===== src/rtl/thread_regfile_if.sv =====
// ---------------------------------------------------------------------------
// thread_regfile_if
//   Bundles every signal exchanged between a per-thread register file and the
//   core around it: decoder fields, ALU/LSU results, the deferred-load
//   writeback handshake and the operand/hazard outputs.
//
//   Parameters
//     ADDR_BITS  register address width
//     DATA_BITS  register / operand width
//
//   Modports
//     master  core side (decoder, ALU, LSU, scheduler): drives the controls,
//             the data sources and wb_*; sees wb_ready, rs, rt and hazard.
//     slave   register file side: the mirror image of master.
// ---------------------------------------------------------------------------
interface thread_regfile_if #(
    parameter int ADDR_BITS = 4,
    parameter int DATA_BITS = 8
);
    logic                 enable;
    logic [7:0]           block_id;
    logic [2:0]           core_state;
    logic                 decoded_reg_write_enable;
    logic [1:0]           decoded_reg_input_mux;
    logic [ADDR_BITS-1:0] decoded_rd_address;
    logic [ADDR_BITS-1:0] decoded_rs_address;
    logic [ADDR_BITS-1:0] decoded_rt_address;
    logic [DATA_BITS-1:0] decoded_immediate;
    logic [DATA_BITS-1:0] alu_out;
    logic [DATA_BITS-1:0] lsu_out;
    logic                 wb_valid;
    logic                 wb_ready;
    logic [ADDR_BITS-1:0] wb_rd;
    logic [DATA_BITS-1:0] wb_data;
    logic [DATA_BITS-1:0] rs;
    logic [DATA_BITS-1:0] rt;
    logic                 hazard;

    modport master (
        output enable, block_id, core_state,
        output decoded_reg_write_enable, decoded_reg_input_mux,
        output decoded_rd_address, decoded_rs_address, decoded_rt_address,
        output decoded_immediate, alu_out, lsu_out,
        output wb_valid, wb_rd, wb_data,
        input  wb_ready, rs, rt, hazard
    );

    modport slave (
        input  enable, block_id, core_state,
        input  decoded_reg_write_enable, decoded_reg_input_mux,
        input  decoded_rd_address, decoded_rs_address, decoded_rt_address,
        input  decoded_immediate, alu_out, lsu_out,
        input  wb_valid, wb_rd, wb_data,
        output wb_ready, rs, rt, hazard
    );
endinterface


===== src/rtl/thread_regfile.sv =====
// ---------------------------------------------------------------------------
// thread_regfile
//   Per-thread register file with a decoupled load-writeback port and a
//   per-register busy scoreboard. The top three registers are read-only:
//   R(NUM_REGS-3)=%blockIdx (tracks block_id while enabled),
//   R(NUM_REGS-2)=%blockDim, R(NUM_REGS-1)=%threadIdx.
//
//   Ports
//     clk    rising-edge clock
//     reset  synchronous, active-high
//     bus    thread_regfile_if.slave: decoder fields, ALU/LSU results,
//            writeback handshake (wb_valid/wb_ready/wb_rd/wb_data),
//            registered operands rs/rt and the combinational hazard flag.
//
//   Optional build macro
//     REGFILE_ZERO_REG_EN  R0 hard-wired to zero: never written, never busy.
// ---------------------------------------------------------------------------
module thread_regfile #(
    parameter int NUM_REGS          = 16,
    parameter int DATA_BITS         = 8,
    parameter int THREADS_PER_BLOCK = 4,
    parameter int THREAD_ID         = 0,
    parameter int ADDR_BITS         = $clog2(NUM_REGS)
) (
    input logic             clk,
    input logic             reset,
    thread_regfile_if.slave bus
);
    // The array spans the full address space; slots at or above NUM_REGS are
    // never writable, so they stay at their reset value of zero and reads of
    // out-of-range addresses naturally return 0 without any range compare.
    localparam int DEPTH = 1 << ADDR_BITS;

    localparam logic [2:0] STATE_REQUEST = 3'b011;
    localparam logic [2:0] STATE_UPDATE  = 3'b110;

    localparam logic [1:0] MUX_ARITHMETIC = 2'b00;
    localparam logic [1:0] MUX_MEMORY     = 2'b01;
    localparam logic [1:0] MUX_DEFERRED   = 2'b11;

    logic [DATA_BITS-1:0] regs_reg [DEPTH];
    logic [DEPTH-1:0]     busy_reg;
    logic [DATA_BITS-1:0] rs_reg;
    logic [DATA_BITS-1:0] rt_reg;

    logic [DEPTH-1:0]     writable;
    logic                 update_we;
    logic                 upd_write;
    logic                 upd_defer;
    logic                 wb_ready_int;
    logic                 wb_we;
    logic                 hazard_int;
    logic [DATA_BITS-1:0] upd_data;

    // Per-address write permission, fixed at elaboration.
    genvar gi;
    generate
        for (gi = 0; gi < DEPTH; gi++) begin : g_writable
`ifdef REGFILE_ZERO_REG_EN
            assign writable[gi] = (gi != 0) && (gi <= NUM_REGS - 4);
`else
            assign writable[gi] = (gi <= NUM_REGS - 4);
`endif
        end
    endgenerate

    always_comb begin
        update_we = (bus.core_state == STATE_UPDATE) && bus.decoded_reg_write_enable;

        // An UPDATE to the same destination owns the write port this cycle;
        // the load result waits a cycle so the two never collide.
        wb_ready_int = bus.enable && !(update_we && (bus.decoded_rd_address == bus.wb_rd));

        // Accepted writebacks to read-only addresses are consumed but dropped.
        wb_we = bus.wb_valid && wb_ready_int && writable[bus.wb_rd];

        upd_write = bus.enable && update_we && writable[bus.decoded_rd_address]
                    && (bus.decoded_reg_input_mux != MUX_DEFERRED);
        upd_defer = bus.enable && update_we && writable[bus.decoded_rd_address]
                    && (bus.decoded_reg_input_mux == MUX_DEFERRED);

        case (bus.decoded_reg_input_mux)
            MUX_ARITHMETIC: upd_data = bus.alu_out;
            MUX_MEMORY:     upd_data = bus.lsu_out;
            default:        upd_data = bus.decoded_immediate;
        endcase

        hazard_int = bus.enable && (busy_reg[bus.decoded_rs_address]
                                  || busy_reg[bus.decoded_rt_address]
                                  || busy_reg[bus.decoded_rd_address]);
    end

    always_ff @(posedge clk) begin
        if (reset) begin
            for (int i = 0; i < DEPTH; i++) begin
                regs_reg[i] <= '0;
            end
            regs_reg[NUM_REGS-2] <= DATA_BITS'(THREADS_PER_BLOCK);
            regs_reg[NUM_REGS-1] <= DATA_BITS'(THREAD_ID);
            busy_reg <= '0;
            rs_reg   <= '0;
            rt_reg   <= '0;
        end else if (bus.enable) begin
            // Operand fetch sees a same-cycle writeback to its address.
            if (bus.core_state == STATE_REQUEST) begin
                rs_reg <= (wb_we && (bus.wb_rd == bus.decoded_rs_address))
                          ? bus.wb_data : regs_reg[bus.decoded_rs_address];
                rt_reg <= (wb_we && (bus.wb_rd == bus.decoded_rt_address))
                          ? bus.wb_data : regs_reg[bus.decoded_rt_address];
            end
            if (wb_we) begin
                regs_reg[bus.wb_rd] <= bus.wb_data;
                busy_reg[bus.wb_rd] <= 1'b0;
            end
            // wb_ready guarantees wb_we and an UPDATE never target the same rd.
            if (upd_write) begin
                regs_reg[bus.decoded_rd_address] <= upd_data;
                busy_reg[bus.decoded_rd_address] <= 1'b0;
            end
            if (upd_defer) begin
                busy_reg[bus.decoded_rd_address] <= 1'b1;
            end
            regs_reg[NUM_REGS-3] <= DATA_BITS'(bus.block_id);
        end
    end

    assign bus.rs       = rs_reg;
    assign bus.rt       = rt_reg;
    assign bus.wb_ready = wb_ready_int;
    assign bus.hazard   = hazard_int;

endmodule


===== src/flat_wrapper.sv =====
// flat-port wrapper written by rule: the top's interface ports become plain ports
module thread_regfile_flat 
#(
    parameter int NUM_REGS          = 16,
    parameter int DATA_BITS         = 8,
    parameter int THREADS_PER_BLOCK = 4,
    parameter int THREAD_ID         = 0,
    parameter int ADDR_BITS         = $clog2(NUM_REGS)
)
  (clk, reset, bus_enable, bus_block_id, bus_core_state, bus_decoded_reg_write_enable, bus_decoded_reg_input_mux, bus_decoded_rd_address, bus_decoded_rs_address, bus_decoded_rt_address, bus_decoded_immediate, bus_alu_out, bus_lsu_out, bus_wb_valid, bus_wb_rd, bus_wb_data, bus_wb_ready, bus_rs, bus_rt, bus_hazard);
  thread_regfile_if #(.ADDR_BITS(ADDR_BITS), .DATA_BITS(DATA_BITS)) bus_i ();
  input logic clk;
  input logic reset;
  input wire logic [$bits(bus_i.enable)-1:0] bus_enable;
  input wire logic [$bits(bus_i.block_id)-1:0] bus_block_id;
  input wire logic [$bits(bus_i.core_state)-1:0] bus_core_state;
  input wire logic [$bits(bus_i.decoded_reg_write_enable)-1:0] bus_decoded_reg_write_enable;
  input wire logic [$bits(bus_i.decoded_reg_input_mux)-1:0] bus_decoded_reg_input_mux;
  input wire logic [$bits(bus_i.decoded_rd_address)-1:0] bus_decoded_rd_address;
  input wire logic [$bits(bus_i.decoded_rs_address)-1:0] bus_decoded_rs_address;
  input wire logic [$bits(bus_i.decoded_rt_address)-1:0] bus_decoded_rt_address;
  input wire logic [$bits(bus_i.decoded_immediate)-1:0] bus_decoded_immediate;
  input wire logic [$bits(bus_i.alu_out)-1:0] bus_alu_out;
  input wire logic [$bits(bus_i.lsu_out)-1:0] bus_lsu_out;
  input wire logic [$bits(bus_i.wb_valid)-1:0] bus_wb_valid;
  input wire logic [$bits(bus_i.wb_rd)-1:0] bus_wb_rd;
  input wire logic [$bits(bus_i.wb_data)-1:0] bus_wb_data;
  output wire logic [$bits(bus_i.wb_ready)-1:0] bus_wb_ready;
  output wire logic [$bits(bus_i.rs)-1:0] bus_rs;
  output wire logic [$bits(bus_i.rt)-1:0] bus_rt;
  output wire logic [$bits(bus_i.hazard)-1:0] bus_hazard;
  assign bus_i.enable = bus_enable;
  assign bus_i.block_id = bus_block_id;
  assign bus_i.core_state = bus_core_state;
  assign bus_i.decoded_reg_write_enable = bus_decoded_reg_write_enable;
  assign bus_i.decoded_reg_input_mux = bus_decoded_reg_input_mux;
  assign bus_i.decoded_rd_address = bus_decoded_rd_address;
  assign bus_i.decoded_rs_address = bus_decoded_rs_address;
  assign bus_i.decoded_rt_address = bus_decoded_rt_address;
  assign bus_i.decoded_immediate = bus_decoded_immediate;
  assign bus_i.alu_out = bus_alu_out;
  assign bus_i.lsu_out = bus_lsu_out;
  assign bus_i.wb_valid = bus_wb_valid;
  assign bus_i.wb_rd = bus_wb_rd;
  assign bus_i.wb_data = bus_wb_data;
  assign bus_wb_ready = bus_i.wb_ready;
  assign bus_rs = bus_i.rs;
  assign bus_rt = bus_i.rt;
  assign bus_hazard = bus_i.hazard;
  thread_regfile #(.NUM_REGS(NUM_REGS), .DATA_BITS(DATA_BITS), .THREADS_PER_BLOCK(THREADS_PER_BLOCK), .THREAD_ID(THREAD_ID), .ADDR_BITS(ADDR_BITS)) u_core (.clk(clk), .reset(reset), .bus(bus_i));
endmodule

===== config.mk =====
export PLATFORM = sky130hd
export DESIGN_NAME = thread_regfile_flat
export DESIGN_NICKNAME = d
export VERILOG_FILES = /design/src/rtl/thread_regfile_if.sv /design/src/rtl/thread_regfile.sv /design/src/flat_wrapper.sv
export SDC_FILE = /design/constraint.sdc
export NUM_CORES = 1
export LEC_CHECK = 0
export BUFFER_PORTS_ARGS = -buffer_cell sky130_fd_sc_hd__clkbuf_2
export CAP_MARGIN = 20
export CELL_PAD_IN_SITES_DETAIL_PLACEMENT = 1
export CELL_PAD_IN_SITES_GLOBAL_PLACEMENT = 1
export CORE_MARGIN = 3
export CORE_UTILIZATION = 55
export CTS_BUF_LIST = sky130_fd_sc_hd__clkbuf_8
export DETAILED_ROUTE_END_ITERATION = 8
export GPL_ROUTABILITY_DRIVEN = 0
export PLACE_DENSITY_LB_ADDON = 0.1
export SYNTH_ARGS = -nofsm -noshare
export SYNTH_HDL_FRONTEND = slang
export SYNTH_SLANG_ARGS = --single-unit

===== constraint.sdc =====
create_clock -name clk -period 6 [get_ports clk]
set_clock_uncertainty 0.1 [all_clocks]
set_input_delay 1.2 -clock clk [delete_from_list [all_inputs] [get_ports clk]]
set_output_delay 1.2 -clock clk [all_outputs]
set_load 0.005 [all_outputs]

==> reports/results.tsv <==
metric	value	unit
final.min_clock_period	4.31	ns
r2r-end	u_core.bus.rs[0]	
synth_cells	751	
cp-end-kind	output pin	
drtIter0Drc	977	
placementRows	47	
ys_ff_latch	160	
syn_to_final_growth	10.6	%
via_count	7988	
cts.sinks	160	
rr_worst_depth	4	
setup_viol	0	
p_per_area	237	nW/µm²
arrival	3.01	ns
regArea	4480	µm²
diodes	0	
place_ws	1.70	ns
power.internal	1.79	mW
drv_cap	0	
coreArea	16600	µm²
swShare	27.4	%
slew_viol_final	0	
synth_commonest_cells	edfxtp_1 (128), mux4_2 (68), o22ai_1 (51)	
yosys-top-cells-area	edfxtp_1 (41%), mux4_2 (16%), dfxtp_1 (6.8%)	
layout.nets	887	
hold_class	reg -> reg	
clk_latency	0.47	ns
ys_types	62	
min-delay-start	u_core.busy_reg[15]	
drt-wirelength-per-cell	30.6	µm
outcome	completed	
drive_gt1_share	26.9	%
synthArstFlopShare	0	%
cts.repair.resized	0	
max_freq	0.232	GHz
initial_core_util	56.6	%
synth_edf_count	128	
whs	0.431	ns
setup_tns	0	ns
grt_pass1_wl	48600	µm
finalHoldViolCount	0	
crit_fanout	35	
reg2reg_slack	4.03	ns
p_leak	3.56	nW
finalInstanceArea	10400	µm²
postCtsSetupRepairBufs	0	
pwr-share-clk	32.4	%
reg2reg_from	u_core.regs_reg[2][0]	
cts_buffers	17	
track_usage	35.2	%
grt_max_degree	36	
yosys.area.top_type_share	40.8	%
dpl_cell_area	10000	µm²
drc	0	
setup_slack	1.69	ns
ant_nets	0	
ys_warn_count	0	
grt_overflow	0	
avgSynthCellArea	12.5	µm²
syn_area	9410	µm²
cts_tree	built	
power.switching	0.677	mW
holdPathStages	1	
vdd_drop_max	0.136	mV
cp.required	4.70	ns
viasPerCell	7.58	
final_util	62.6	%
largest_reg_flops	128	
p_comb_share	15.3	%
htree_num_levels	4	
clock_path_buffers	2	
fin_cells	1054	
startpoint_type	input pin	
dp_hpwl	23400	µm
fp.dieArea	18700	µm²
ys_seq_area_share	47.6	%
firstDrtPassIters	6	
die_h	137	µm
ys.flop_type	edfxtp_1	
ctsHoldBuffers	0	
yosysTopAreaCell	edfxtp_1	
min_period_over_period	71.9	%
drt_wl_total	32300	µm
tightest_slew	1.03	ns
power.share.sequential	52.3	%
crit_type	in -> out	
antenna_found_initial	0	
power.total	2.47	mW
cts.clk_slew.worst_paths	0.09	ns
placed_cells	1018	
n_fill_cell	1681	
slew_headroom	31.1	%
hold_path_end	u_core.busy_reg[15]	
rsz0062_at_grt	false	
multi_input_area	4650	µm²
port_buffers	83	
cts_root_buffer	clkbuf_8	
die_w	137	µm
pin_count	84	
synth_most_common_cell	edfxtp_1	
grt_pass1_vias	8242	
[power by group through the flow]
stage	Sequential [mW]	Clock, mW	Combinational (mW)
2_1_floorplan	1.29	0	0.244
3_3_place_gp	1.30	0	0.352
3_5_place_dp	1.31	0	0.365
4_1_cts	1.29	0.796	0.366
5_1_grt	1.29	0.846	0.397
6_report	1.29	0.799	0.377
[cell families (layout without fill, tap and decap cells)]
| kind of cell | Yosys count | count (layout) | synth area share [%] |
|---|---|---|---|
| other | 2 | 16 | 0.0798 |
| AND/OR/NAND/NOR | 198 | 198 | 11.5 |
| AO/OA/AOI/OAI | 209 | 209 | 17.3 |
| XOR/XNOR | 12 | 12 | 1.12 |
| multiplexers | 92 | 92 | 18.9 |
| buffers and inverters | 78 | 147 | 3.55 |
| flip-flops | 160 | 160 | 47.6 |
[cell usage in the layout (no fill, tap or decap), drive strengths merged, types with 19 or more instances in the layout]
cell type,n
o22ai,51
a22oi,34
and2,32
nor2,26
o2bb2ai,47
mux4,68
dfxtp,32
nand2,50
mux2i,19
nand3,30
buf,21
edfxtp,128
clkbuf,103
[layout make-up]
| cell class | count | area share, % |
|---|---|---|
| Clock buffer | 19 | 2.51 |
| Clock inverter | 13 | 1.19 |
| Inverter | 10 | 0.361 |
| Multi-Input combinational cell | 527 | 44.6 |
| Sequential cell | 160 | 43.1 |
| Tap cell | 220 | 2.64 |
| Timing Repair Buffer | 105 | 5.58 |
[layer usage]
layer,vias up,GRT usage [%],share of wire [%]
li1,3210,-,-
met1,3989,45.3,37
met2,659,56.1,47
met3,130,8.60,10
met4,0,17.5,5.3
met5,-,0,0
[how the worst max path moves through the flow]
| stage | endpoint | startpoint | slack [ns] | depth (start not counted) |
|---|---|---|---|---|
| after floorplan | bus_hazard | bus_decoded_rt_address[0] | 2.04 | 6 |
| after global placement | bus_hazard | bus_decoded_rs_address[1] | 1.77 | 8 |
| after detailed placement | bus_hazard | bus_decoded_rs_address[1] | 1.70 | 8 |
| after CTS | bus_hazard | bus_decoded_rs_address[1] | 1.70 | 8 |
| after global routing | bus_hazard | bus_decoded_rs_address[1] | 1.62 | 8 |
| final | bus_hazard | bus_decoded_rs_address[1] | 1.69 | 8 |
[critical path: stages]
cell,delay [ns]
clkbuf_2,0.19
buf_4,0.53
mux2i_1,0.26
nor3b_1,0.07
a311oi_1,0.32
nand4_1,0.14
o21a_1,0.20
clkbuf_2,0.10
Power figures use the tool's default switching activity.
